--- config.mk ---
export PLATFORM = sky130hd
export DESIGN_NAME = pipe_muldiv
export DESIGN_NICKNAME = d
export VERILOG_FILES = /design/src/rtl/pipe_pkg.sv /design/src/rtl/md_sign_fix.sv /design/src/rtl/pipe_muldiv.sv
export SDC_FILE = /design/constraint.sdc
export NUM_CORES = 1
export LEC_CHECK = 0
export ABC_CLOCK_PERIOD_IN_PS = 16900
export CAP_MARGIN = 20
export CORE_ASPECT_RATIO = 0.5
export CORE_MARGIN = 3
export CORE_UTILIZATION = 46
export DETAILED_ROUTE_END_ITERATION = 10
export MAX_ROUTING_LAYER = met4
export PLACE_DENSITY = 0.7
export SYNTH_ARGS = -nofsm -noshare
export SYNTH_HDL_FRONTEND = slang
export SYNTH_SLANG_ARGS = --single-unit
--- constraint.sdc ---
create_clock -name clk -period 16.9 [get_ports clk]
set_clock_uncertainty 0.15 [all_clocks]
set_input_delay 1.69 -clock clk [delete_from_list [all_inputs] [get_ports clk]]
set_output_delay 1.69 -clock clk [all_outputs]
set_load 0.01 [all_outputs]
--- src/rtl/pipe_pkg.sv ---
// Shared definitions for the pipeline multiply/divide unit: operation
// encodings, controller states and the divide-by-zero quotient pattern.
package pipe_pkg;

  localparam logic [1:0] MD_MULT  = 2'b00;
  localparam logic [1:0] MD_MULTU = 2'b01;
  localparam logic [1:0] MD_DIV   = 2'b10;
  localparam logic [1:0] MD_DIVU  = 2'b11;

  typedef enum logic [1:0] {
    MD_IDLE = 2'b00,
    MD_CALC = 2'b01,
    MD_FIX  = 2'b10
  } md_state_t;

  // Quotient returned for a zero divisor; sliced down to the unit width.
  localparam logic [63:0] MD_DIVZ_QUO = 64'hFFFF_FFFF_FFFF_FFFF;

endpackage

--- src/rtl/md_sign_fix.sv ---
// Conditional two's-complement negate used in the FIX cycle: one path for
// the full double-width product, two independent paths for quotient and
// remainder.
module md_sign_fix #(
  parameter int WIDTH = 32
) (
  input  logic               neg_wide,
  input  logic [2*WIDTH-1:0] wide_in,
  output logic [2*WIDTH-1:0] wide_out,
  input  logic               neg_q,
  input  logic [WIDTH-1:0]   q_in,
  output logic [WIDTH-1:0]   q_out,
  input  logic               neg_r,
  input  logic [WIDTH-1:0]   r_in,
  output logic [WIDTH-1:0]   r_out
);

  localparam logic [WIDTH-1:0]   ONE_W  = {{(WIDTH-1){1'b0}}, 1'b1};
  localparam logic [2*WIDTH-1:0] ONE_2W = {{(2*WIDTH-1){1'b0}}, 1'b1};

  // Negate each path only when its result sign calls for it.
  always_comb begin
    wide_out = wide_in;
    q_out    = q_in;
    r_out    = r_in;
    if (neg_wide) begin
      wide_out = ~wide_in + ONE_2W;
    end else begin
      wide_out = wide_in;
    end
    if (neg_q) begin
      q_out = ~q_in + ONE_W;
    end else begin
      q_out = q_in;
    end
    if (neg_r) begin
      r_out = ~r_in + ONE_W;
    end else begin
      r_out = r_in;
    end
  end

endmodule

--- src/rtl/pipe_muldiv.sv ---
// Iterative multiply/divide unit with architectural HI/LO registers.
// Operands are converted to magnitudes at issue, iterated for WIDTH cycles
// (shift-add multiply or restoring divide), sign-corrected in one FIX
// cycle, and committed to HI/LO one edge later, when busy has dropped.
module pipe_muldiv
  import pipe_pkg::*;
#(
  parameter int WIDTH = 32
) (
  input  logic             clk,
  input  logic             rst,
  input  logic             start,
  input  logic [1:0]       op,
  input  logic [WIDTH-1:0] a,
  input  logic [WIDTH-1:0] b,
  input  logic             flush,
  input  logic             mthi,
  input  logic             mtlo,
  input  logic [WIDTH-1:0] wdata,
  output logic             busy,
  output logic             done,
  output logic [WIDTH-1:0] hi,
  output logic [WIDTH-1:0] lo
);

  localparam int CNTW = $clog2(WIDTH + 1);

  localparam logic [WIDTH-1:0] ONE_W    = {{(WIDTH-1){1'b0}}, 1'b1};
  localparam logic [WIDTH-1:0] ZERO_W   = {WIDTH{1'b0}};
  localparam logic [CNTW-1:0]  CNT_ONE  = {{(CNTW-1){1'b0}}, 1'b1};
  localparam logic [CNTW-1:0]  CNT_ZERO = {CNTW{1'b0}};
  localparam logic [CNTW-1:0]  CNT_INIT = CNTW'(WIDTH - 1);
  localparam logic [WIDTH-1:0] DIVZ_Q   = MD_DIVZ_QUO[WIDTH-1:0];

  md_state_t state_r, state_n;

  logic [CNTW-1:0]    cnt_r;
  logic               is_div_r;
  logic               neg_lo_r;     // product sign (mul) or quotient sign (div)
  logic               neg_hi_r;     // remainder sign, follows the dividend
  logic               divz_r;
  logic [WIDTH-1:0]   a_raw_r;
  logic [WIDTH-1:0]   opnd_r;       // multiplicand or divisor magnitude
  logic [2*WIDTH-1:0] acc_r;        // {partial product | remainder, multiplier | quotient}
  logic               busy_r;
  logic               done_r;
  logic               commit_r;
  logic [WIDTH-1:0]   res_hi_r, res_lo_r;
  logic [WIDTH-1:0]   hi_r, lo_r;

  logic               signed_op_s, div_op_s;
  logic               a_neg_s, b_neg_s;
  logic [WIDTH-1:0]   a_mag_s, b_mag_s;
  logic               start_ok_s, mt_ok_s;
  logic [WIDTH-1:0]   acc_hi_s, acc_lo_s;
  logic [WIDTH:0]     add_s, rem_sh_s, trial_s;
  logic [2*WIDTH-1:0] acc_step_s;
  logic [2*WIDTH-1:0] wide_fix_s;
  logic [WIDTH-1:0]   q_fix_s, r_fix_s;
  logic [WIDTH-1:0]   res_hi_s, res_lo_s;

  assign busy = busy_r;
  assign done = done_r;
  assign hi   = hi_r;
  assign lo   = lo_r;

  assign acc_hi_s = acc_r[2*WIDTH-1:WIDTH];
  assign acc_lo_s = acc_r[WIDTH-1:0];

  // Issue decode: operand magnitudes, signs and the accept/mt-write qualifiers.
  always_comb begin
    signed_op_s = (op == MD_MULT) || (op == MD_DIV);
    div_op_s    = (op == MD_DIV) || (op == MD_DIVU);
    a_neg_s     = signed_op_s && a[WIDTH-1];
    b_neg_s     = signed_op_s && b[WIDTH-1];
    if (a_neg_s) begin
      a_mag_s = ~a + ONE_W;
    end else begin
      a_mag_s = a;
    end
    if (b_neg_s) begin
      b_mag_s = ~b + ONE_W;
    end else begin
      b_mag_s = b;
    end
    // The commit cycle still reports busy, so nothing is accepted then.
    start_ok_s = (state_r == MD_IDLE) && !busy_r && start && !flush;
    mt_ok_s    = (state_r == MD_IDLE) && !busy_r && !start;
  end

  // One iteration step: conditional add-and-shift-right, or trial subtract
  // and shift-left with the quotient bit entering at the bottom.
  always_comb begin
    add_s    = {1'b0, acc_hi_s} + (acc_lo_s[0] ? {1'b0, opnd_r} : {(WIDTH+1){1'b0}});
    rem_sh_s = {acc_hi_s, acc_lo_s[WIDTH-1]};
    trial_s  = rem_sh_s - {1'b0, opnd_r};
    if (is_div_r) begin
      if (!trial_s[WIDTH]) begin
        acc_step_s = {trial_s[WIDTH-1:0], acc_lo_s[WIDTH-2:0], 1'b1};
      end else begin
        acc_step_s = {rem_sh_s[WIDTH-1:0], acc_lo_s[WIDTH-2:0], 1'b0};
      end
    end else begin
      acc_step_s = {add_s, acc_lo_s[WIDTH-1:1]};
    end
  end

  md_sign_fix #(.WIDTH(WIDTH)) u_sign_fix (
    .neg_wide (neg_lo_r),
    .wide_in  (acc_r),
    .wide_out (wide_fix_s),
    .neg_q    (neg_lo_r),
    .q_in     (acc_lo_s),
    .q_out    (q_fix_s),
    .neg_r    (neg_hi_r),
    .r_in     (acc_hi_s),
    .r_out    (r_fix_s)
  );

  // Final HI/LO values: zero divisor bypasses the sign fix entirely.
  always_comb begin
    res_hi_s = ZERO_W;
    res_lo_s = ZERO_W;
    if (divz_r) begin
      res_hi_s = a_raw_r;
      res_lo_s = DIVZ_Q;
    end else if (is_div_r) begin
      res_hi_s = r_fix_s;
      res_lo_s = q_fix_s;
    end else begin
      res_hi_s = wide_fix_s[2*WIDTH-1:WIDTH];
      res_lo_s = wide_fix_s[WIDTH-1:0];
    end
  end

  // Controller state register.
  always_ff @(posedge clk or posedge rst) begin
    if (rst) begin
      state_r <= MD_IDLE;
    end else begin
      state_r <= state_n;
    end
  end

  // Next-state: WIDTH CALC cycles, one FIX cycle, flush aborts to IDLE.
  always_comb begin
    state_n = state_r;
    case (state_r)
      MD_IDLE: begin
        if (start_ok_s) begin
          state_n = MD_CALC;
        end else begin
          state_n = MD_IDLE;
        end
      end
      MD_CALC: begin
        if (flush) begin
          state_n = MD_IDLE;
        end else if (cnt_r == CNT_ZERO) begin
          state_n = MD_FIX;
        end else begin
          state_n = MD_CALC;
        end
      end
      MD_FIX: begin
        state_n = MD_IDLE;
      end
      default: begin
        state_n = MD_IDLE;
      end
    endcase
  end

  // Operand capture at issue and one iteration per CALC cycle.
  always_ff @(posedge clk or posedge rst) begin
    if (rst) begin
      cnt_r    <= CNT_ZERO;
      is_div_r <= 1'b0;
      neg_lo_r <= 1'b0;
      neg_hi_r <= 1'b0;
      divz_r   <= 1'b0;
      a_raw_r  <= ZERO_W;
      opnd_r   <= ZERO_W;
      acc_r    <= {(2*WIDTH){1'b0}};
    end else if (start_ok_s) begin
      cnt_r    <= CNT_INIT;
      is_div_r <= div_op_s;
      neg_lo_r <= a_neg_s ^ b_neg_s;
      neg_hi_r <= div_op_s && a_neg_s;
      divz_r   <= div_op_s && (b == ZERO_W);
      a_raw_r  <= a;
      opnd_r   <= div_op_s ? b_mag_s : a_mag_s;
      acc_r    <= {ZERO_W, (div_op_s ? a_mag_s : b_mag_s)};
    end else if (state_r == MD_CALC) begin
      acc_r <= acc_step_s;
      cnt_r <= (cnt_r == CNT_ZERO) ? CNT_ZERO : (cnt_r - CNT_ONE);
    end else begin
      acc_r <= acc_r;
      cnt_r <= cnt_r;
    end
  end

  // busy follows the in-flight state one edge late, but flush drops it at once.
  always_ff @(posedge clk or posedge rst) begin
    if (rst) begin
      busy_r <= 1'b0;
    end else begin
      busy_r <= (state_r != MD_IDLE) && !flush;
    end
  end

  // Hold the corrected result for one cycle so commit lands after busy falls.
  always_ff @(posedge clk or posedge rst) begin
    if (rst) begin
      commit_r <= 1'b0;
      res_hi_r <= ZERO_W;
      res_lo_r <= ZERO_W;
    end else if ((state_r == MD_FIX) && !flush) begin
      commit_r <= 1'b1;
      res_hi_r <= res_hi_s;
      res_lo_r <= res_lo_s;
    end else begin
      commit_r <= 1'b0;
    end
  end

  // Architectural HI/LO: result commit or mthi/mtlo writes while idle.
  always_ff @(posedge clk or posedge rst) begin
    if (rst) begin
      hi_r   <= ZERO_W;
      lo_r   <= ZERO_W;
      done_r <= 1'b0;
    end else if (commit_r) begin
      hi_r   <= res_hi_r;
      lo_r   <= res_lo_r;
      done_r <= 1'b1;
    end else begin
      done_r <= 1'b0;
      if (mt_ok_s && mthi) begin
        hi_r <= wdata;
      end
      if (mt_ok_s && mtlo) begin
        lo_r <= wdata;
      end
    end
  end

endmodule
==> After elaboration in Yosys (flattened, before gate mapping) <==
Cells that the tools add are included.
{ "classes": {"add_sub_neg": 8, "n_eq_ne": 4, "mux": 29, "n_bitwise": 6, "n_reduce_logical": 25} }
{ "op_table": {"columns": ["operator", "count"], "rows": [
  ["32-bit 2-to-1 mux", 15],
  ["64-bit 2-to-1 mux", 5],
  ["32-bit by 1-bit adder with 32-bit output (second input constant)", 4],
  ["32-bit inverter", 4],
  ["64-bit by 1-bit adder with 64-bit output (second input constant)", 1],
  ["64-bit inverter", 1],
  ["32-bit by 32-bit adder with 33-bit output", 1],
  ["33-bit by 32-bit subtractor with 33-bit output", 1],
  ["32-bit zero test", 1],
  ["6-bit 2-to-1 mux", 3],
  ["1-bit logical AND", 12],
  ["2-bit nonzero test", 4],
  ["2-bit == test (second input constant)", 3],
  ["6-bit zero test", 1],
  ["6-bit by 1-bit subtractor with 6-bit output (second input constant)", 1],
  ["2-bit zero test", 2],
  ["2-bit 2-to-1 mux", 2],
  ["2-bit case mux with 2 select lines", 1],
  ["1-bit zero test", 3],
  ["1-bit 2-to-1 mux", 3],
  ["2-bit by 1-bit == test with 1-bit output (second input constant)", 1],
  ["1-bit logical OR", 2],
  ["1-bit bitwise XOR", 1]
]} }
{ "totals": {"regBits": 271} }

==> Depth between registers and ports, before layout <==
{ "logic_depth": {"ltp_word": 6, "mapped_depth": 15, "mapped_depth_nobuf": 14} }

==> By module <==
A second synthesis with hierarchy kept.
{ "hier_totals": {"cells_unflattened": 2567, "area_unflattened_um2": 20815.0} }
{ "modules_own_cells": {"columns": ["module", "n_inst", "cells_per_inst", "area_each_um2", "seq_area_each_um2"], "rows": [
  ["pipe_muldiv", 1, 2147, 17874.6, 6781.5],
  ["md_sign_fix", 1, 420, 2940.3, 0.0]
]} }

==> Worst setup path before layout <==
Ideal clock, no wire load.
{ "synth_path": {"path_kind": "in2reg", "from": "in a[17]", "to": "reg acc_r[31]", "setup_ns": 0.082, "t_arrival_ns": 3.910, "required_time_ns": 16.668, "path_slack_ns": 12.758, "path_stages": 9, "path_buffers": 0, "path_cell_list": "or4_1 > or3_1 > nor3_1 > nand2_1 > nor3_1 > and3b_1 > o21ai_0 > or2_2 > a31oi_1"} }
{ "synth_between": {"elab_chain_len": 5} }
{ "synth_lines": {"columns": ["element", "line", "source"], "rows": [
  ["from (decl)", "pipe_muldiv.sv:14", "input logic [WIDTH-1:0] a,"],
  ["32-bit inverter", "pipe_muldiv.sv:77", "a_mag_s = ~a + ONE_W;"],
  ["32-bit by 1-bit adder with 32-bit output", "pipe_muldiv.sv:77", null],
  ["32-bit 2-to-1 mux", "pipe_muldiv.sv:76", "if (a_neg_s) begin"],
  ["32-bit 2-to-1 mux", "pipe_muldiv.sv:193", "acc_r <= {ZERO_W, (div_op_s ? a_mag_s : b_mag_s)};"],
  ["64-bit 2-to-1 mux", "pipe_muldiv.sv:185", "end else if (start_ok_s) begin"],
  ["to (signal assigned)", "pipe_muldiv.sv:184", "acc_r <= {(2*WIDTH){1'b0}};"],
  ["to (signal assigned)", "pipe_muldiv.sv:193", null],
  ["to (signal assigned)", "pipe_muldiv.sv:195", "acc_r <= acc_step_s;"],
  ["to (decl)", "pipe_muldiv.sv:44", "logic [2*WIDTH-1:0] acc_r;"]
]} }
Every way passes these cells.
A chain may end at the register's enable or synchronous reset.

==> Final worst setup path <==
{ "layout_path": {"from": "in b[3]", "to": "reg acc_r[30]"} }
{ "layout_between": {"elab_chain_len": 5} }
{ "layout_lines": {"columns": ["element", "line", "source"], "rows": [
  ["from (decl)", "pipe_muldiv.sv:15", "input logic [WIDTH-1:0] b,"],
  ["32-bit inverter", "pipe_muldiv.sv:82", "b_mag_s = ~b + ONE_W;"],
  ["32-bit by 1-bit adder with 32-bit output", "pipe_muldiv.sv:82", null],
  ["32-bit 2-to-1 mux", "pipe_muldiv.sv:81", "if (b_neg_s) begin"],
  ["32-bit 2-to-1 mux", "pipe_muldiv.sv:193", null],
  ["64-bit 2-to-1 mux", "pipe_muldiv.sv:185", null]
]} }
Every way passes these cells.

==> impl_metrics.py <==
metrics = {
    "outcome": {
        "status": "finished, final reports clean",
    },
    "drt": {
        "wl_um": 59400,
        "ant_nets": 0,
        "drt-wirelength-per-cell_um": 20.7,
        "drt-initial-drc-count": 1788,
        "vias_per_cell": 5.90,
        "vias": 16900,
        "first_pass_iters": 6,
        "remaining_drc_errors": 0,
    },
    "sta": {
        "tns_ps": 0,
        "worst_hold_slack_ps": 320,
        "rsz0062_at_grt": "false",
        "final_max_slew_viol_count": 0,
        "clock.fmax_mhz": 214,
        "finalHoldViolations": 0,
        "layout_min_cycle_time_ps": 4670,
        "finalCritPeriodShare_pct": 27.6,
        "slew-limit-headroom_pct": 26.9,
        "worst_pin_slew_ps": 1090,
        "setup_violations": 0,
        "finalWorstSetupSlack_ps": 12230,
    },
    "setup_path": {
        "cp_slowest_cell": "nor3b_1",
        "r2r_start": "acc_r[31]",
        "cp-start-kind": "input port",
        "reg2reg_depth": 13,
        "cp.depth": 10,
        "end_kind": "flop",
        "cp_cell_sequence": "clkdlybuf4s50_1, nor4_1, nand2_1, or2_2, nor3b_1, nand2_1, nor3_1, a21oi_1, xnor2_1, a221oi_1",
        "cp_common_cell": "nand2_1",
        "worstPathArrival_ps": 5010,
        "required_ps": 17240,
        "reg2reg_to": "acc_r[46]",
        "slowest_delay_ps": 610,
        "worstSetupPathType": "in2reg",
        "cp-startpoint": "b[3]",
        "cpLargestDelayFamily": "simple AND/OR/NAND/NOR gates",
        "critPathMaxFanout": 6,
        "regToRegSetupSlack_ps": 12290,
        "crit_buf_inv": 1,
    },
    "power": {
        "peakVddDrop_v": 0.0000897,
        "p_total_mw": 3.16,
        "p_switching_mw": 1.37,
        "combPwrFrac_pct": 47.4,
        "clockPowerShare_pct": 21.4,
        "pwr-share-seq_pct": 31.3,
        "internal-power_mw": 1.79,
        "leakagePower_nw": 9.47,
        "powerDensity_nw_per_um2": 147,
        "swShare_pct": 43.3,
    },
    "die": {
        "die_height_um": 148,
        "core-area_um2": 39200,
        "die_w_um": 289,
        "initial_core_util_pct": 47.1,
        "die_area_um2": 42700,
        "io_pins": 170,
        "rows": 51,
    },
    "clocking": {
        "cts_setup_buffers": 0,
        "htreeDepth": 1,
        "cts-buffers-inserted": 28,
        "clk_latency_ps": 600,
        "cts-root-buf": "clkbuf_16",
        "clock_path_buffers": 3,
        "tritoncts": "built",
        "clkSinkCount": 271,
        "cts_resized": 0,
        "hold_buffers": 0,
        "clkSlewWorstSetupHoldPaths_ps": 70,
    },
    "synth": {
        "ys_seq_area_share_pct": 36.7,
        "yosysUniqueCellTypes": 74,
        "synth_cells": 2231,
        "synth.avg_cell_area_um2": 8.28,
        "syn-num-nets": 2406,
        "async_flop_share_pct": 100,
        "syn_area_um2": 18500,
        "yosys_register_bits": 271,
        "yosysWarnings": 0,
        "ys.flop_type": "dfrtp_1",
        "synth_edf_count": 0,
    },
    "final_layout": {
        "most-common-layout-cells": "nand2_1, dfrtp_1, o21ai_0",
        "areaGrowthSynthToFinish_pct": 16.5,
        "fin_nets": 2490,
        "fill_cells": 3632,
        "fin_util_pct": 54.8,
        "multi_input_area_um2": 11000,
        "seqCellArea_um2": 6790,
        "final_common_cell": "nand2_1",
        "drive_above_1_share_pct": 4.28,
    },
    "hold_path": {
        "min_path_type": "reg2reg",
        "min_to": "a_raw_r[10]",
        "holdPathStages": 2,
        "hp-start": "a_raw_r[10]",
    },
    "global_routing": {
        "grt_max_degree": 123,
        "grt_pass1_vias": 15800,
        "grt_first_pass_wirelength_um": 91800,
        "antenna_found_initial": 4,
        "gr-total-overflow": 0,
        "gr-usage-all-layers_pct": 28.1,
    },
    "placed_design": {
        "dp_hpwl_um": 43700,
        "portBuffers": 169,
        "routabilityCongestion": 0.910,
        "preCtsSetupSlack_ps": 11700,
    },
    "run": {
        "maxCapViolations": 0,
    },
}
stage by stage:
stage,instances,cell area [um2]
floorplan,2231,18500
global route,2869,21500
CTS,2864,21500
detailed placement,2814,20500
global placement,2814,20500
finish,2869,21500
flip-flops by register name, indices dropped and copies added, names as in the netlist:
| register | flops |
|---|---|
| res_lo_r | 32 |
| is_div_r | 1 |
| hi | 32 |
| divz_r | 1 |
| done | 1 |
| cnt_r | 6 |
| neg_lo_r | 1 |
| res_hi_r | 32 |
| a_raw_r | 32 |
| busy | 1 |
| acc_r | 64 |
| neg_hi_r | 1 |
| lo | 32 |
| opnd_r | 32 |
| commit_r | 1 |
| state_r | 2 |
power by group through the flow:
| stage | clock [mW] | combinational (mW) | sequential [mW] |
|---|---|---|---|
| 2_1_floorplan | 0 | 1.03 | 0.930 |
| 3_3_place_gp | 0 | 1.46 | 0.990 |
| 3_5_place_dp | 0 | 1.47 | 0.993 |
| 4_1_cts | 0.680 | 1.48 | 0.983 |
| 5_1_grt | 0.705 | 1.66 | 1.01 |
| 6_report | 0.676 | 1.50 | 0.989 |
synth_stat cells, types with 61 or more instances:
cell type  instances  share of area, %
a21oi_1          193               5.2
clkbuf_1         112               2.3
dfrtp_1          271                37
ha_1              69               4.7
inv_1             61               1.2
mux2i_1          122               6.6
nand2_1          313               6.4
nor2_1           208               4.2
o21ai_0          236               6.4
xnor2_1           90               4.3
xor2_1            83               3.9
kinds of logic (layout without fill, tap and decap cells):
logic type                 count (synthesis)  after routing  synth area share (%)
and+or+nand+nor                          728            728                  17.6
AOI/OAI and AO/OA                        668            668                  21.8
DFF                                      271            271                  36.7
buffers and inverters                    197            301                  4.11
xor gates and xnor gates                 173            173                  8.20
muxes                                    123            123                  6.67
adders and majority gates                 71             71                  4.89
other                                      0              4                     0
worst reg2reg max path, delay by kind of cell, from the launching register on:
kind                     cells  cell delay (ps)
AND/OR/NAND/NOR              2              420
XOR/XNOR                     1              220
flip-flops                   1              470
multiplexers                 1              470
buffers and inverters        2              640
adder cells (fa/ha/maj)      2              650
AO/OA/AOI/OAI                5             1480
layer usage:
layer  vias up  global-route usage [%]  part of all wire [%]
li1       8083                       -                     -
met1      8146                    41.7                    47
met2       615                    40.1                    42
met3        72                    5.41                   8.6
met4         0                    4.78                   1.5
met5         -                       -                     0
layout make-up:
class / instances / area share (%)
antenna: 4 / 0.0465
clock buffer: 33 / 3.53
clock inverter: 17 / 1.05
inverter: 62 / 1.12
multi-input combinational: 1763 / 51.0
sequential: 271 / 31.5
tap: 530 / 3.08
timing repair buffer: 189 / 8.63
worst max-delay path by stage:
stage | endpoint | slack, ps
after floorplan | a_raw_r[0] | 7590
after global placement | opnd_r[30] | 11720
after detailed placement | acc_r[26] | 11700
after CTS | acc_r[30] | 12300
after global routing | opnd_r[28] | 11990
final | acc_r[30] | 12230
Power figures use the tool's default switching activity.
==> variant 1 (same flow settings) <==
Re-encode `md_state_t` (3 states) as one-hot, 3 bits wide.
--- a/src/rtl/pipe_pkg.sv
+++ b/src/rtl/pipe_pkg.sv
@@ -8,8 +8,8 @@
   localparam logic [1:0] MD_DIVU  = 2'b11;
 
-  typedef enum logic [1:0] {
-    MD_IDLE = 2'b00,
-    MD_CALC = 2'b01,
-    MD_FIX  = 2'b10
+  typedef enum logic [2:0] {
+    MD_IDLE = 3'b001,
+    MD_CALC = 3'b010,
+    MD_FIX  = 3'b100
   } md_state_t;
 
Check against the original RTL: no difference found for any inputs over 4 cycles, from zero or initial values and one cycle with rst high; so few cycles prove little.
==> variant 1 against the unedited design <==
Synthesized cell count increased by 1.6%; first-iteration DRC count increased by 4.7%; power rose by 32%; register-to-register slack lost 340 ps; sequential cell count is 1 higher; combinational power grew 57%; setup slack got worse by 280 ps; final cell count grew 1.0%; routed wire length is 6.2% higher; clock power fell by 3%; die area up 0.64%; area after synthesis up 0.66%; final area is 0.30% higher; critical endpoint is now acc_r[62].
==> variant 1: results (changes against the unedited design) <==
status = finished, final reports clean (unchanged)
Clock Pin Slew Worst Setup and Hold Paths = 60 ps
share of layout cells above drive strength 1 = 4.010% (was 4.283%)
DP Area = 0.02059 mm² (was 0.02049 mm²)
Root Driver = clkbuf_16 (unchanged)
Hold EP = a_raw_r[30] (was a_raw_r[10])
reg2reg start = acc_r[31] (unchanged)
hold depth = 2 (unchanged)
LEAKAGE = 9.679 nW (was 9.472 nW)
top sig layer = met4 (unchanged)
antenna violations before repair = 1 (was 4)
H-tree depth = 1 (unchanged)
clock latency on the worst-skew pair = 580 ps (was 600 ps)
Post-Syn Instances = 2,266 (was 2,231)
Layout area overhead = 16.10% (was 16.51%)
Metal-1 WL = 28,190 µm (was 28,160 µm)
Placer Congestion = 0.9550 (was 0.9095)
Slew @ Worst Pin = 1082 ps (was 1093 ps)
Max Fanout on Critical Path = 42 (was 6)
register area share after synthesis = 36.62% (was 36.72%)
Data arrival, critical path = 5260 ps (was 5010 ps)
Crit path max-delay family = compound AO/OA/AOI/OAI gates (was simple AND/OR/NAND/NOR gates)
Pre-Repair DR Iteration Count = 6 (unchanged)
Post-Route WL = 63,100 µm (was 59,410 µm)
Crit Reg-Reg Endpoint = acc_r[62] (was acc_r[46])
DRT iter0 DRCs = 1,872 (was 1,788)
nets@finish = 2,523 (was 2,490)
met2 usage = 43.83% (was 40.10%)
setup bufs post-CTS = 0 (unchanged)
GRT overflow = 0 (unchanged)
CP max-delay cell = or2_2 (was nor3b_1)
met2 wire length = 27,470 µm (was 25,230 µm)
Synth cell types = 73 (was 74)
reg2reg setup slack = 11,950 ps (was 12,290 ps)
min-delay src = a_raw_r[30] (was a_raw_r[10])
vias in the first global route = 16,160 (was 15,800)
Synth area leaders = dfrtp_1 (36%), nand2_1 (6.9%), o21ai_0 (6.7%), mux2i_1 (6.2%), a21oi_1 (4.8%) (was dfrtp_1 (37%), mux2i_1 (6.6%), o21ai_0 (6.4%), nand2_1 (6.4%), a21oi_1 (5.2%))
syn nets = 2,441 (was 2,406)
wire length per cell = 21.77 µm (was 20.71 µm)
largest stage delay on the critical path = 640 ps (was 610 ps)
GRT Total Usage = 29.33% (was 28.08%)
number of diodes = 0 (was 4)
commonest cells in the netlist = nand2_1 (344), dfrtp_1 (271), o21ai_0 (249) (was nand2_1 (313), dfrtp_1 (271), o21ai_0 (236))
HPWL Detailed = 47,200 µm (was 43,700 µm)
DR vias = 17,370 (was 16,920)
maximum number of pins on one net before global-route repair = 127 (was 123)
worst vdd rail ir drop = 0.1221 mV (was 0.08973 mV)
wire length on met3 = 5542 µm (was 5111 µm)
met1 Usage GRT = 41.17% (was 41.72%)
first-pass GRT wire length = 95,780 µm (was 91,790 µm)
filler instances = 3,651 (was 3,632)
max FFs per register = 64 (unchanged)
GR met3 Demand/Resource = 5.088% (was 5.408%)
cell count of the worst reg-to-reg path = 13 (unchanged)
DP Cell Count = 2,846 (was 2,814)
-- variant 1: through the flow --
stage	hold WS, ps	setup slack (ps)
6_report	327.9	11950
5_1_grt	347.6	11780
4_1_cts	328.0	12070
3_5_place_dp	313.1	11710
3_3_place_gp	302.4	11700
2_1_floorplan	220.4	7566
-- variant 1: power breakdown --
group          total [mW]  switching [mW]  internal [mW]
sequential           1.16           0.290          0.873
combinational        2.35            1.43          0.916
clock               0.657           0.277          0.380
-- variant 1: how the worst max path moves through the flow --
stage                     slack [ps]    endpoint  startpoint  cells after the start
final                          11950   acc_r[62]   acc_r[31]                     13
after floorplan                 7570  a_raw_r[0]         rst                      1
after detailed placement       11710   acc_r[30]        a[7]                     11
after CTS                      12070   acc_r[62]   acc_r[31]                     13
after global routing           11780   acc_r[62]   acc_r[31]                     13
after global placement         11700   acc_r[30]        a[7]                     11
-- variant 1: cells by family (layout without fill, tap and decap cells) --
| kind of cell | Yosys count | count (layout) | share of synthesized area [%] |
|---|---|---|---|
| XOR/XNOR | 169 | 169 | 7.963 |
| multiplexers | 118 | 118 | 6.388 |
| AO/OA/AOI/OAI | 673 | 673 | 22.04 |
| AND/OR/NAND/NOR | 762 | 762 | 18.02 |
| buffers and inverters | 201 | 304 | 4.113 |
| adder cells (fa/ha/maj) | 71 | 71 | 4.860 |
| flip-flops | 272 | 272 | 36.62 |
-- variant 1: area by class of cell --
cell class              instances  area share (%)
clock buffers                  43           3.786
repair buffers                189           8.603
multi-input cells            1793           51.15
inverters                      64           1.148
clock inverters                 8          0.6667
flip-flops and latches        272           31.57
well taps                     530           3.073
==> variant 2 (config.mk and constraints unchanged) <==
Without the edit above. `WIDTH` is set to 32 in 2 places; all go to 16.
--- a/src/rtl/md_sign_fix.sv
+++ b/src/rtl/md_sign_fix.sv
@@ -3,5 +3,5 @@
 // remainder.
 module md_sign_fix #(
-  parameter int WIDTH = 32
+  parameter int WIDTH = 16
 ) (
   input  logic               neg_wide,
--- a/src/rtl/pipe_muldiv.sv
+++ b/src/rtl/pipe_muldiv.sv
@@ -6,5 +6,5 @@
   import pipe_pkg::*;
 #(
-  parameter int WIDTH = 32
+  parameter int WIDTH = 16
 ) (
   input  logic             clk,
Interface: changed (5 resized); port bits go from 170 to 90. No check against the original RTL was run, so the function may have changed too.
==> variant 2 against the unedited design <==
Final area decreased by 49%; maximum frequency is 14% higher; setup slack better by 580 ps; synthesized cell count is 51% lower; final cell count is 50% lower; power is 44% lower; routed wire length is 56% lower; area after synthesis down 49%; sequential cell count fell by 129; clock power decreased by 42%; largest cell class unchanged.
==> variant 2: results (changes against the unedited design) <==
status = finished, final reports clean (unchanged)
adder-cell share of the synthesized area = 5.384% (was 4.892%)
Finished Layout Cells = 1,425 (was 2,869)
Worst setup SP type = flip-flop (was input pin)
CP max-delay cell = or4_1 (was nor3b_1)
multiplexer share of the synthesized area = 8.318% (was 6.673%)
filler instances = 1,741 (was 3,632)
Synth Area in XOR/XNOR = 7.126% (was 8.205%)
Max Fanout on Critical Path = 23 (was 6)
commonest cells in the netlist = dfrtp_1 (142), nand2_1 (139), nor2_1 (109) (was nand2_1 (313), dfrtp_1 (271), o21ai_0 (236))
Synth cell types = 67 (was 74)
Pre-Repair DR Iteration Count = 5 (was 6)
Placer Congestion = 0.9252 (was 0.9095)
Crit Reg-Reg Endpoint = acc_r[19] (was acc_r[46])
CTS Buf Count = 17 (was 28)
Data arrival, critical path = 4260 ps (was 5010 ps)
Post-Route WL = 26,060 µm (was 59,410 µm)
Clock Tree Buf Depth = 2 (was 3)
LEAKAGE = 4.846 nW (was 9.472 nW)
Synth area leaders = dfrtp_1 (38%), mux2i_1 (6.8%), nand2_1 (5.6%), ha_1 (5.0%), o21ai_0 (4.4%) (was dfrtp_1 (37%), mux2i_1 (6.6%), o21ai_0 (6.4%), nand2_1 (6.4%), a21oi_1 (5.2%))
DP Area = 0.01042 mm² (was 0.02049 mm²)
Synth Area in Compound Gates = 20.75% (was 21.83%)
Tmin final = 4092 ps (was 4670 ps)
number of diodes = 0 (was 4)
Crit path max-delay family = compound AO/OA/AOI/OAI gates (was simple AND/OR/NAND/NOR gates)
HPWL Detailed = 19,170 µm (was 43,700 µm)
reg2reg setup slack = 12,810 ps (was 12,290 ps)
Vias per Instance = 5.694 (was 5.896)
setup bufs post-CTS = 0 (unchanged)
H-tree depth = 4 (was 1)
GRT Total Usage = 24.16% (was 28.08%)
register area share after synthesis = 38.04% (was 36.72%)
Util after Layout = 56.12% (was 54.83%)
largest stage delay on the critical path = 580 ps (was 610 ps)
DRT iter0 DRCs = 768 (was 1,788)
nets@finish = 1,241 (was 2,490)
maximum number of pins on one net before global-route repair = 97 (was 123)
reg2reg start = acc_r[15] (was acc_r[31])
vias in the first global route = 7,759 (was 15,800)
IO Port Bufs = 89 (was 169)
P_int = 1.022 mW (was 1.794 mW)
antenna violations before repair = 0 (was 4)
Post-Syn Instances = 1,088 (was 2,231)
[variant 2: cell types whose count changed in the layout (fill, tap and decap cells not counted), sizes merged, moves of 25 or more]
cell	unedited run	this run
ha	69	37
clkdlybuf4s50	168	89
mux2i	122	63
nor2	208	110
xor2	83	38
o21ai	242	128
dfrtp	271	142
xnor2	90	38
a21oi	195	81
nand2	313	139
nor3	35	10
[variant 2: cells by family after synthesis]
kind of cell             Yosys count
AO/OA/AOI/OAI                    317
XOR/XNOR                          76
adder cells (fa/ha/maj)           39
buffers and inverters             98
flip-flops                       142
multiplexers                      76
AND/OR/NAND/NOR                  340
[variant 2: layout make-up]
| type | instances | area share, % |
|---|---|---|
| Sequential cell | 142 | 32.17 |
| Timing Repair Buffer | 98 | 8.857 |
| Inverter | 39 | 1.370 |
| Clock inverter | 13 | 1.359 |
| Tap cell | 266 | 3.013 |
| Clock buffer | 19 | 4.100 |
| Multi-Input combinational cell | 848 | 49.13 |
[variant 2: per-layer routing]
metal / routed length [µm] / track usage, %
met4: 431 / 6.241
met3: 1482 / 4.940
met1: 12510 / 33.66
met5: 0 / -
met2: 11630 / 36.37
[variant 2: worst min-delay path, cell delays in order (launching register included)]
cell	delay, ps
dfrtp_1	350
nand2_1	50
o31ai_1	50
[variant 2: worst min-delay path by stage]
stage                 startpoint      to  slack [ps]  cells past startpoint
finish                    divz_r  divz_r         340                      2
CTS                       divz_r  divz_r         340                      2
global placement    res_hi_r[14]  hi[14]         310                      2
detailed placement  res_hi_r[13]  hi[13]         320                      2
floorplan               commit_r    done         200                      0
global route        res_hi_r[12]  hi[12]         350                      2
[variant 2: power by group through the flow]
stage / combinational, mW / clock, mW / sequential [mW]
2_1_floorplan: 0.630 / 0 / 0.499
3_3_place_gp: 0.801 / 0 / 0.533
3_5_place_dp: 0.820 / 0 / 0.536
4_1_cts: 0.827 / 0.395 / 0.531
5_1_grt: 0.926 / 0.412 / 0.546
6_report: 0.832 / 0.393 / 0.533
